**src/rtl/hpm_event_collector_if.sv**
```systemverilog
// Event-count bundle between the core pipeline sources and the HPM collector.
// The master drives per-cycle counts and controls; the slave returns pulses and status.
interface hpm_event_collector_if #(
  parameter int unsigned HPM_NUM_EVENTS = 28,
  parameter int unsigned CNT_W          = 2
);
  logic [HPM_NUM_EVENTS*CNT_W-1:0] evt_cnt_i;
  logic                            flush_i;
  logic                            drop_clr_i;
  logic [HPM_NUM_EVENTS:1]         events_o;
  logic [HPM_NUM_EVENTS:1]         evt_drop_o;
  logic                            pend_busy_o;

  modport master (
    output evt_cnt_i,
    output flush_i,
    output drop_clr_i,
    input  events_o,
    input  evt_drop_o,
    input  pend_busy_o
  );

  modport slave (
    input  evt_cnt_i,
    input  flush_i,
    input  drop_clr_i,
    output events_o,
    output evt_drop_o,
    output pend_busy_o
  );
endinterface

```
**src/rtl/hpm_event_collector.sv**
```systemverilog
// Accumulates multi-count event reports and drains them as one pulse per cycle
// per event toward the HPM counter block, flagging counts lost to saturation.
module hpm_event_collector #(
  parameter int unsigned HPM_NUM_EVENTS = 28,
  parameter int unsigned CNT_W          = 2,
  parameter int unsigned PEND_W         = 4
) (
  input  logic                  clk_i,
  input  logic                  rstn_i,
  hpm_event_collector_if.slave  bus
);

  localparam int unsigned N = HPM_NUM_EVENTS;

  localparam logic [PEND_W:0] PEND_MAX =
    {1'b0, {PEND_W{1'b1}}};
  localparam logic [PEND_W:0] ONE =
    {{PEND_W{1'b0}}, 1'b1};

  // The PEND_W+1 sum is only overflow-free while counts fit in the pending width.
  if (CNT_W > PEND_W) begin : g_bad_width
    $error("hpm_event_collector: CNT_W must not exceed PEND_W");
  end

  logic [N:1] events_d;
  logic [N:1] events_q;
  logic [N:1] drop_set;
  logic [N:1] drop_d;
  logic [N:1] drop_q;
  logic [N:1] pend_nz;

  for (genvar j = 1; j <= N; j++) begin : g_evt
    logic [CNT_W-1:0]  cnt;
    logic [PEND_W:0]   total;
    logic [PEND_W:0]   rem;
    logic [PEND_W-1:0] pend_q;
    logic [PEND_W-1:0] pend_d;
    logic              ev_d;
    logic              set_d;

    assign cnt = bus.evt_cnt_i[(j-1)*CNT_W +: CNT_W];
    assign total = {1'b0, pend_q} + (PEND_W+1)'(cnt);

    always_comb begin
      rem    = '0;
      ev_d   = 1'b0;
      set_d  = 1'b0;
      pend_d = '0;
      if (!bus.flush_i) begin
        if (total != '0) begin
          ev_d = 1'b1;
          rem  = total - ONE;
        end
        if (rem > PEND_MAX) begin
          pend_d = PEND_MAX[PEND_W-1:0];
          set_d  = 1'b1;
        end else begin
          pend_d = rem[PEND_W-1:0];
        end
      end
    end

    always_ff @(posedge clk_i or negedge rstn_i) begin
      if (!rstn_i) begin
        pend_q <= '0;
      end else begin
        pend_q <= pend_d;
      end
    end

    assign events_d[j] = ev_d;
    assign drop_set[j] = set_d;
    assign pend_nz[j]  = |pend_q;
  end

  // A saturation in the same cycle as a clear keeps the flag set.
  assign drop_d = (drop_q & ~{N{bus.drop_clr_i}}) | drop_set;

  always_ff @(posedge clk_i or negedge rstn_i) begin
    if (!rstn_i) begin
      events_q <= '0;
      drop_q   <= '0;
    end else begin
      events_q <= events_d;
      drop_q   <= drop_d;
    end
  end

  assign bus.events_o    = events_q;
  assign bus.evt_drop_o  = drop_q;
  assign bus.pend_busy_o = |pend_nz;

endmodule

```
**src/flat_wrapper.sv**
```systemverilog
// flat-port wrapper written by rule: the top's interface ports become plain ports
module hpm_event_collector_flat 
#(
  parameter int unsigned HPM_NUM_EVENTS = 28,
  parameter int unsigned CNT_W          = 2,
  parameter int unsigned PEND_W         = 4
)
  (clk_i, rstn_i, bus_evt_cnt_i, bus_flush_i, bus_drop_clr_i, bus_events_o, bus_evt_drop_o, bus_pend_busy_o);
  hpm_event_collector_if #(.HPM_NUM_EVENTS(HPM_NUM_EVENTS), .CNT_W(CNT_W)) bus_i ();
  input  logic clk_i;
  input  logic rstn_i;
  input wire logic [$bits(bus_i.evt_cnt_i)-1:0] bus_evt_cnt_i;
  input wire logic [$bits(bus_i.flush_i)-1:0] bus_flush_i;
  input wire logic [$bits(bus_i.drop_clr_i)-1:0] bus_drop_clr_i;
  output wire logic [$bits(bus_i.events_o)-1:0] bus_events_o;
  output wire logic [$bits(bus_i.evt_drop_o)-1:0] bus_evt_drop_o;
  output wire logic [$bits(bus_i.pend_busy_o)-1:0] bus_pend_busy_o;
  assign bus_i.evt_cnt_i = bus_evt_cnt_i;
  assign bus_i.flush_i = bus_flush_i;
  assign bus_i.drop_clr_i = bus_drop_clr_i;
  assign bus_events_o = bus_i.events_o;
  assign bus_evt_drop_o = bus_i.evt_drop_o;
  assign bus_pend_busy_o = bus_i.pend_busy_o;
  hpm_event_collector #(.HPM_NUM_EVENTS(HPM_NUM_EVENTS), .CNT_W(CNT_W), .PEND_W(PEND_W)) u_core (.clk_i(clk_i), .rstn_i(rstn_i), .bus(bus_i));
endmodule
```
**config.mk**
```make
export PLATFORM = sky130hd
export DESIGN_NAME = hpm_event_collector_flat
export DESIGN_NICKNAME = d
export VERILOG_FILES = /design/src/rtl/hpm_event_collector_if.sv /design/src/rtl/hpm_event_collector.sv /design/src/flat_wrapper.sv
export SDC_FILE = /design/constraint.sdc
export NUM_CORES = 1
export LEC_CHECK = 0
export ABC_AREA = 1
export ABC_CLOCK_PERIOD_IN_PS = 3200
export CAP_MARGIN = 20
export CORE_UTILIZATION = 30
export DETAILED_ROUTE_END_ITERATION = 6
export PLACE_DENSITY = 0.52
export SYNTH_ARGS = -nofsm -noshare
export SYNTH_HDL_FRONTEND = slang
export SYNTH_SLANG_ARGS = --single-unit
```
**constraint.sdc**
```tcl
create_clock -name clk_i -period 3.2 [get_ports clk_i]
set_clock_uncertainty 0.15 [all_clocks]
set_input_delay 0.32 -clock clk_i [delete_from_list [all_inputs] [get_ports clk_i]]
set_output_delay 0.32 -clock clk_i [all_outputs]
set_load 0.02 [all_outputs]
```
==> insert_results.sql <==
INSERT INTO impl_metrics (metric_group, metric, value, unit) VALUES
('worst_setup_path', 'critPathMaxFanout', '5', ''),
('clock_network', 'ctsResizeCount', '0', ''),
('grt', 'global_router_s_overall_resource_usage', '15.0', '%'),
('placement', 'place_hpwl', '20400', 'um'),
('placement', 'gpl.final_weighted_congestion', '0.837', ''),
('logic_synthesis', 'synthCells', '1381', ''),
('logic_synthesis', 'synth_enable_flop_cells', '0', ''),
('die', 'floorplan.rows', '70', ''),
('detailed_routing', 'per_cell_routed_wire_length', '13.5', 'um'),
('clock_network', 'worst_setup_hold_path_clk_slew', '0.06', 'ns'),
('worst_setup_path', 'worstSetupEndpointType', 'primary output', ''),
('detailed_routing', 'drtIter0Drc', '325', ''),
('detailed_routing', 'ant_nets', '0', ''),
('sta', 'fin_crit_sh', '87.9', '%'),
('detailed_routing', 'routed-via-count', '8997', ''),
('worst_hold_path', 'min-delay-path-class', 'in -> async', ''),
('logic_synthesis', 'yosysSeqAreaShare', '37.5', '%'),
('final_layout', 'n_fill_cell', '3775', ''),
('worst_setup_path', 'timing.reg2reg.worst_path_depth', '10', ''),
('final_layout', 'post_route_cells_drive_above_1_share', '7.34', '%'),
('sta', 'worst_pin_slew', '0.855', 'ns'),
('clock_network', 'cts_setup_buffers', '0', ''),
('grt', 'grt_max_degree', '71', ''),
('sta', 'hold_viol_final', '0', ''),
('detailed_routing', 'detail_route.first_pass.iterations', '4', ''),
('die', 'design.die.area', '38200', 'sq um'),
('grt', 'grt_pass1_vias', '8987', ''),
('grt', 'grt-ovfl-total', '0', ''),
('placement', 'port_buffers', '116', ''),
('logic_synthesis', 'synth_seq_cells', '168', ''),
('sta', 'totalNegativeSetupSlack', '0', 'ns'),
('worst_setup_path', 'timing_worst_setup_path_type', 'reg -> out', ''),
('logic_synthesis', 'netlist_area', '11200', 'sq um'),
('clock_network', 'clkSinkCount', '168', ''),
('clock_network', 'worstSkewPairLatency', '0.45', 'ns'),
('grt', 'global_route_wire_length_before_repair', '45200', 'um'),
('sta', 'hold_slack', '0.225', 'ns'),
('die', 'die-width', '195', 'um'),
('die', 'initial_core_util', '30.6', '%'),
('power', 'pwr_density_cell', '890', 'nW/um^2'),
('logic_synthesis', 'synth-main-ff-cell', 'sky130_fd_sc_hd__dfrtp_1', ''),
('power', 'static_leakage', '0.00719', 'uW'),
('final_layout', 'finalNetCount', '1704', ''),
('clock_network', 'clockBufferDepth', '2', ''),
('die', 'die_y', '195', 'um'),
('logic_synthesis', 'syn_avg_cell_area', '8.13', 'sq um'),
('clock_network', 'clock_tree_from_tritoncts', 'yes', ''),
('run_status', 'status', 'finished, final reports clean', ''),
('final_layout', 'layout_commonest_cell', 'sky130_fd_sc_hd__nand2_1', ''),
('power', 'vdd.ir_drop.worst', '0.433', 'mV'),
('clock_network', 'ctsRootBufferMaster', 'sky130_fd_sc_hd__clkbuf_16', ''),
('die', 'floorplan.core_area', '36700', 'sq um'),
('clock_network', 'total_clock_buffers_created_by_cts', '17', ''),
('sta', 'maxClockFrequency', '355', 'MHz'),
('grt', 'number_of_antenna_violations_at_the_first_check_in_global_routing', '0', ''),
('worst_setup_path', 'worstPathArrival', '2.34', 'ns'),
('sta', 'minimum_period_implied_by_the_final_worst_setup_slack', '2.81', 'ns'),
('final_layout', 'most-common-layout-cells', 'sky130_fd_sc_hd__nand2_1 (386), sky130_fd_sc_hd__inv_1 (196), sky130_fd_sc_hd__dfrtp_1 (168), sky130_fd_sc_hd__nand3_1 (131), sky130_fd_sc_hd__nor2_1 (123)', ''),
('die', 'top_level_ports', '117', ''),
('logic_synthesis', 'yosysWarningCount', '0', ''),
('detailed_routing', 'drcViolationCount', '0', ''),
('worst_setup_path', 'crit_required', '2.73', 'ns'),
('sta', 'timing.final.max_slew_violations', '0', ''),
('logic_synthesis', 'synth_fp_nets', '1572', ''),
('sta', 'grt_setup_unrepaired', 'no', ''),
('logic_synthesis', 'synth.lib_cells_used.distinct', '35', ''),
('power', 'finalPower', '12100', 'uW'),
('worst_setup_path', 'timing.critical_path.from_type', 'flip-flop', ''),
('sta', 'timing.final.setup_violations', '0', ''),
('clock_network', 'htree_levels', '4', ''),
('logic_synthesis', 'ys_async_sr_fraction', '100', '%'),
('detailed_routing', 'route.final.wire_length', '26900', 'um'),
('final_layout', 'syn2layout_area_growth', '21.0', '%'),
('job', 'cap_violations', '0', ''),
('sta', 'timing.max_slew.rel_slack', '43.0', '%'),
('detailed_routing', 'vias_per_cell', '4.51', ''),
('clock_network', 'hold_buffer_count_at_cts', '1', '');
## layer usage
metal | vias up | wire (um) | track usage, %
met1 | 4216 | 13100 | 19.8
met5 | - | 0 | 0
li1 | 4658 | - | -
met4 | 0 | 255 | 3.88
met3 | 16 | 836 | 3.47
met2 | 107 | 12600 | 24.5
## synthesized netlist by cell type, types with 6 or more instances
master,count,area [sq um]
sky130_fd_sc_hd__o21ai_2,9,78.8
sky130_fd_sc_hd__nand2_1,386,1450
sky130_fd_sc_hd__nand3b_1,12,90.1
sky130_fd_sc_hd__nor2_1,123,462
sky130_fd_sc_hd__xor2_1,28,245
sky130_fd_sc_hd__a21oi_1,20,100
sky130_fd_sc_hd__nand2_2,13,81.3
sky130_fd_sc_hd__nand3_1,131,656
sky130_fd_sc_hd__nor3_1,19,95.1
sky130_fd_sc_hd__o21a_1,8,60.1
sky130_fd_sc_hd__a21oi_4,8,130
sky130_fd_sc_hd__nand4_1,18,113
sky130_fd_sc_hd__xnor2_1,15,131
sky130_fd_sc_hd__nor2_2,13,81.3
sky130_fd_sc_hd__o21ai_1,9,45.0
sky130_fd_sc_hd__inv_1,196,736
sky130_fd_sc_hd__fa_1,28,561
sky130_fd_sc_hd__ha_1,103,1290
sky130_fd_sc_hd__dfrtp_1,168,4200
sky130_fd_sc_hd__nand3_2,9,90.1
sky130_fd_sc_hd__o211ai_1,9,67.6
sky130_fd_sc_hd__o21ai_0,18,90.1
sky130_fd_sc_hd__xnor2_2,6,97.6
## worst paths after layout
check,from,to,slack [ns]
hold reg to reg,u_core.bus.evt_drop_o[21]$_DFF_PN0_,u_core.bus.evt_drop_o[21]$_DFF_PN0_,0.33
max in group asynchronous,rstn_i,u_core.g_evt[3].pend_q[3]$_DFF_PN0_,1.92
setup / recovery,u_core.g_evt[19].pend_q[2]$_DFF_PN0_,bus_pend_busy_o,0.39
setup reg to reg,u_core.g_evt[20].pend_q[0]$_DFF_PN0_,u_core.g_evt[20].pend_q[3]$_DFF_PN0_,0.92
min in group clk_i,u_core.bus.evt_drop_o[21]$_DFF_PN0_,u_core.bus.evt_drop_o[21]$_DFF_PN0_,0.33
hold / removal,rstn_i,u_core.g_evt[11].pend_q[3]$_DFF_PN0_,0.22
## kinds of logic after synthesis
family | share of synthesized area, %
adders and majority gates | 16.5
and+or+nand+nor | 29.3
AOI/OAI and AO/OA | 5.53
DFF | 37.5
buffers and inverters | 6.98
xor gates and xnor gates | 4.23
## area by class of cell
type	instances	area (sq um)	area share (%)
tap	468	586	4.31
antenna	1	2.50	0.0184
inverter	199	747	5.50
sequential	168	4200	31.0
clock inverter	11	123	0.903
clock buffer	21	470	3.46
multi-input combinational	1007	6240	45.9
timing repair buffer	120	1210	8.94
## through the flow
stage / area [sq um] / setup WS [ns] / utilization [%] / instances
4_1_cts: 13600 / 0.262 / 37.0 / 1994
6_report: 13600 / 0.387 / 37.0 / 1995
5_1_grt: 13600 / 0.171 / 37.0 / 1994
2_1_floorplan: 11200 / 1.19 / - / 1381
3_5_place_dp: 13000 / 0.545 / 35.4 / 1961
3_3_place_gp: 13000 / 0.613 / 35.4 / 1961
## state kept, by name, summed over array words and instances, names as in the netlist
signal	flops
u_core.bus.evt_drop_o	28
u_core.g_evt.pend_q	112
u_core.bus.events_o	28
## critical path: stages, from the launching register on
cell	delay [ns]
sky130_fd_sc_hd__dfrtp_1	0.46
sky130_fd_sc_hd__nor3_1	0.39
sky130_fd_sc_hd__nand3_1	0.12
sky130_fd_sc_hd__nor2_1	0.11
sky130_fd_sc_hd__nand2_1	0.09
sky130_fd_sc_hd__nor2_1	0.09
sky130_fd_sc_hd__nand2_1	0.09
sky130_fd_sc_hd__clkdlybuf4s50_1	0.55
## power breakdown
group          leakage (uW)  switching [uW]  internal, uW
Sequential          0.00219             670          2920
Combinational       0.00472            3820          2570
Clock              0.000281             906          1210
Note: power is estimated with default switching activity, not from simulation.
==> patch (same flow settings) <==
Make the reset (`rstn_i`) synchronous in 2 clocked blocks.
--- a/src/rtl/hpm_event_collector.sv
+++ b/src/rtl/hpm_event_collector.sv
@@ -60,7 +60,7 @@
       end
     end
 
-    always_ff @(posedge clk_i or negedge rstn_i) begin
+    always_ff @(posedge clk_i) begin
       if (!rstn_i) begin
         pend_q <= '0;
       end else begin
@@ -76,7 +76,7 @@
   // A saturation in the same cycle as a clear keeps the flag set.
   assign drop_d = (drop_q & ~{N{bus.drop_clr_i}}) | drop_set;
 
-  always_ff @(posedge clk_i or negedge rstn_i) begin
+  always_ff @(posedge clk_i) begin
     if (!rstn_i) begin
       events_q <= '0;
       drop_q   <= '0;
Function: differs if rstn_i is asserted again (counterexample within 4 cycles, from zero or initial values and one cycle with rstn_i low); with rstn_i held inactive, the same outputs for 4 cycles.
==> patch against the unedited design <==
  * Non-clock buffer count shrank 1
  * Synthesized area down 4.5%
  * Register-to-register slack gained 100 ps
  * Critical path type unchanged
  * Sequential cell count unchanged
  * Global-route usage is 0.67 points lower
  * Largest cell class unchanged
  * Worst setup slack worse by 34 ps
  * Die area fell by 4.5%
  * Cell area down 3.8%
  * Sequential share of layout area decreased by 5.2 points
  * Routed wire length down 8.2%
Power is not compared: it rests on default switching activity, and its combinational part moved more than twofold at a synthesized area within 25%.
==> patch: results (changes against the unedited design) <==
worst r2r src u_core.g_evt[9].pend_q[0] (was u_core.g_evt[20].pend_q[0]); average size of a mapped cell 7.073 um2 (was 8.127 um2); clk tree area frac 0.04674 (was 0.04366); Yosys cell types 34 (was 35); reg2reg end u_core.g_evt[9].pend_q[1] (was u_core.g_evt[20].pend_q[3]); CLK BUF 19 (was 21); Routed WL per cell 11.66 um (was 13.46 um); largest net degree at the start of global routing 29 (was 71); # fillers 3603 (was 3775); GRT Overall Usage 0.1432 (was 0.1499); Post-Synth XOR/XNOR Area 0.03550 (was 0.04225); DP HPWL 19410 um (was 20390 um); ys async rst share 0 (was 1.000); NumNets Final 1841 (was 1704); first-pass GRT wire length 41370 um (was 45150 um); drt via density 4.389 (was 4.510); Initial DRT Pass Iterations 5 (was 4); Final Wtd Congestion 0.8279 (was 0.8366); worst min path class register to register (was input port to asynchronous set/reset pin); Non-clk invs 272 (was 199); diode count 0 (was 1); buffering overhead 0.09156 (was 0.08944); status completed (unchanged); fraction of layout cells with a size suffix above 1 0.04880 (was 0.07339); Seq area share 0.2574 (was 0.3095); Post-synth top cells 480 x nand2_1, 263 x inv_1, 174 x nand3_1 (was 386 x nand2_1, 196 x inv_1, 168 x dfrtp_1); CP arrival 2380 ps (was 2340 ps); number of global-route vias before repair 8826 (was 8987); reg2reg setup slack 1020 ps (was 920 ps)
patch: stage by stage:
stage | worst slack, ps | std cells | hold WS, ps
5_1_grt | 153.6 | 2115 | 322.4
6_report | 352.7 | 2115 | 303.1
3_3_place_gp | 585.1 | 2083 | 292.9
4_1_cts | 297.2 | 2115 | 307.8
2_1_floorplan | 1160 | 1515 | 363.2
3_5_place_dp | 574.8 | 2083 | 292.9
patch: routing by layer:
layer  global-route usage  up-vias  routed length, um  part of all wire
met5                    0        -                  0                 0
met3              0.03543       23                900             0.037
met4              0.03815        0                382             0.015
met1               0.1850     4090              12280              0.50
li1                     -     5042                  -                 -
met2               0.2356      127              11090              0.45
patch: where the power goes:
group          internal [mW]  leakage, nW  switching, mW
Sequential              2.34         1.37          0.222
Combinational          0.979         5.12           1.39
Clock                   1.26        0.288          0.942
patch: worst min-delay path: stages, from the launching register on:
cell     delay, ps
dfxtp_1        310
nand2_1         60
nand2_1         50
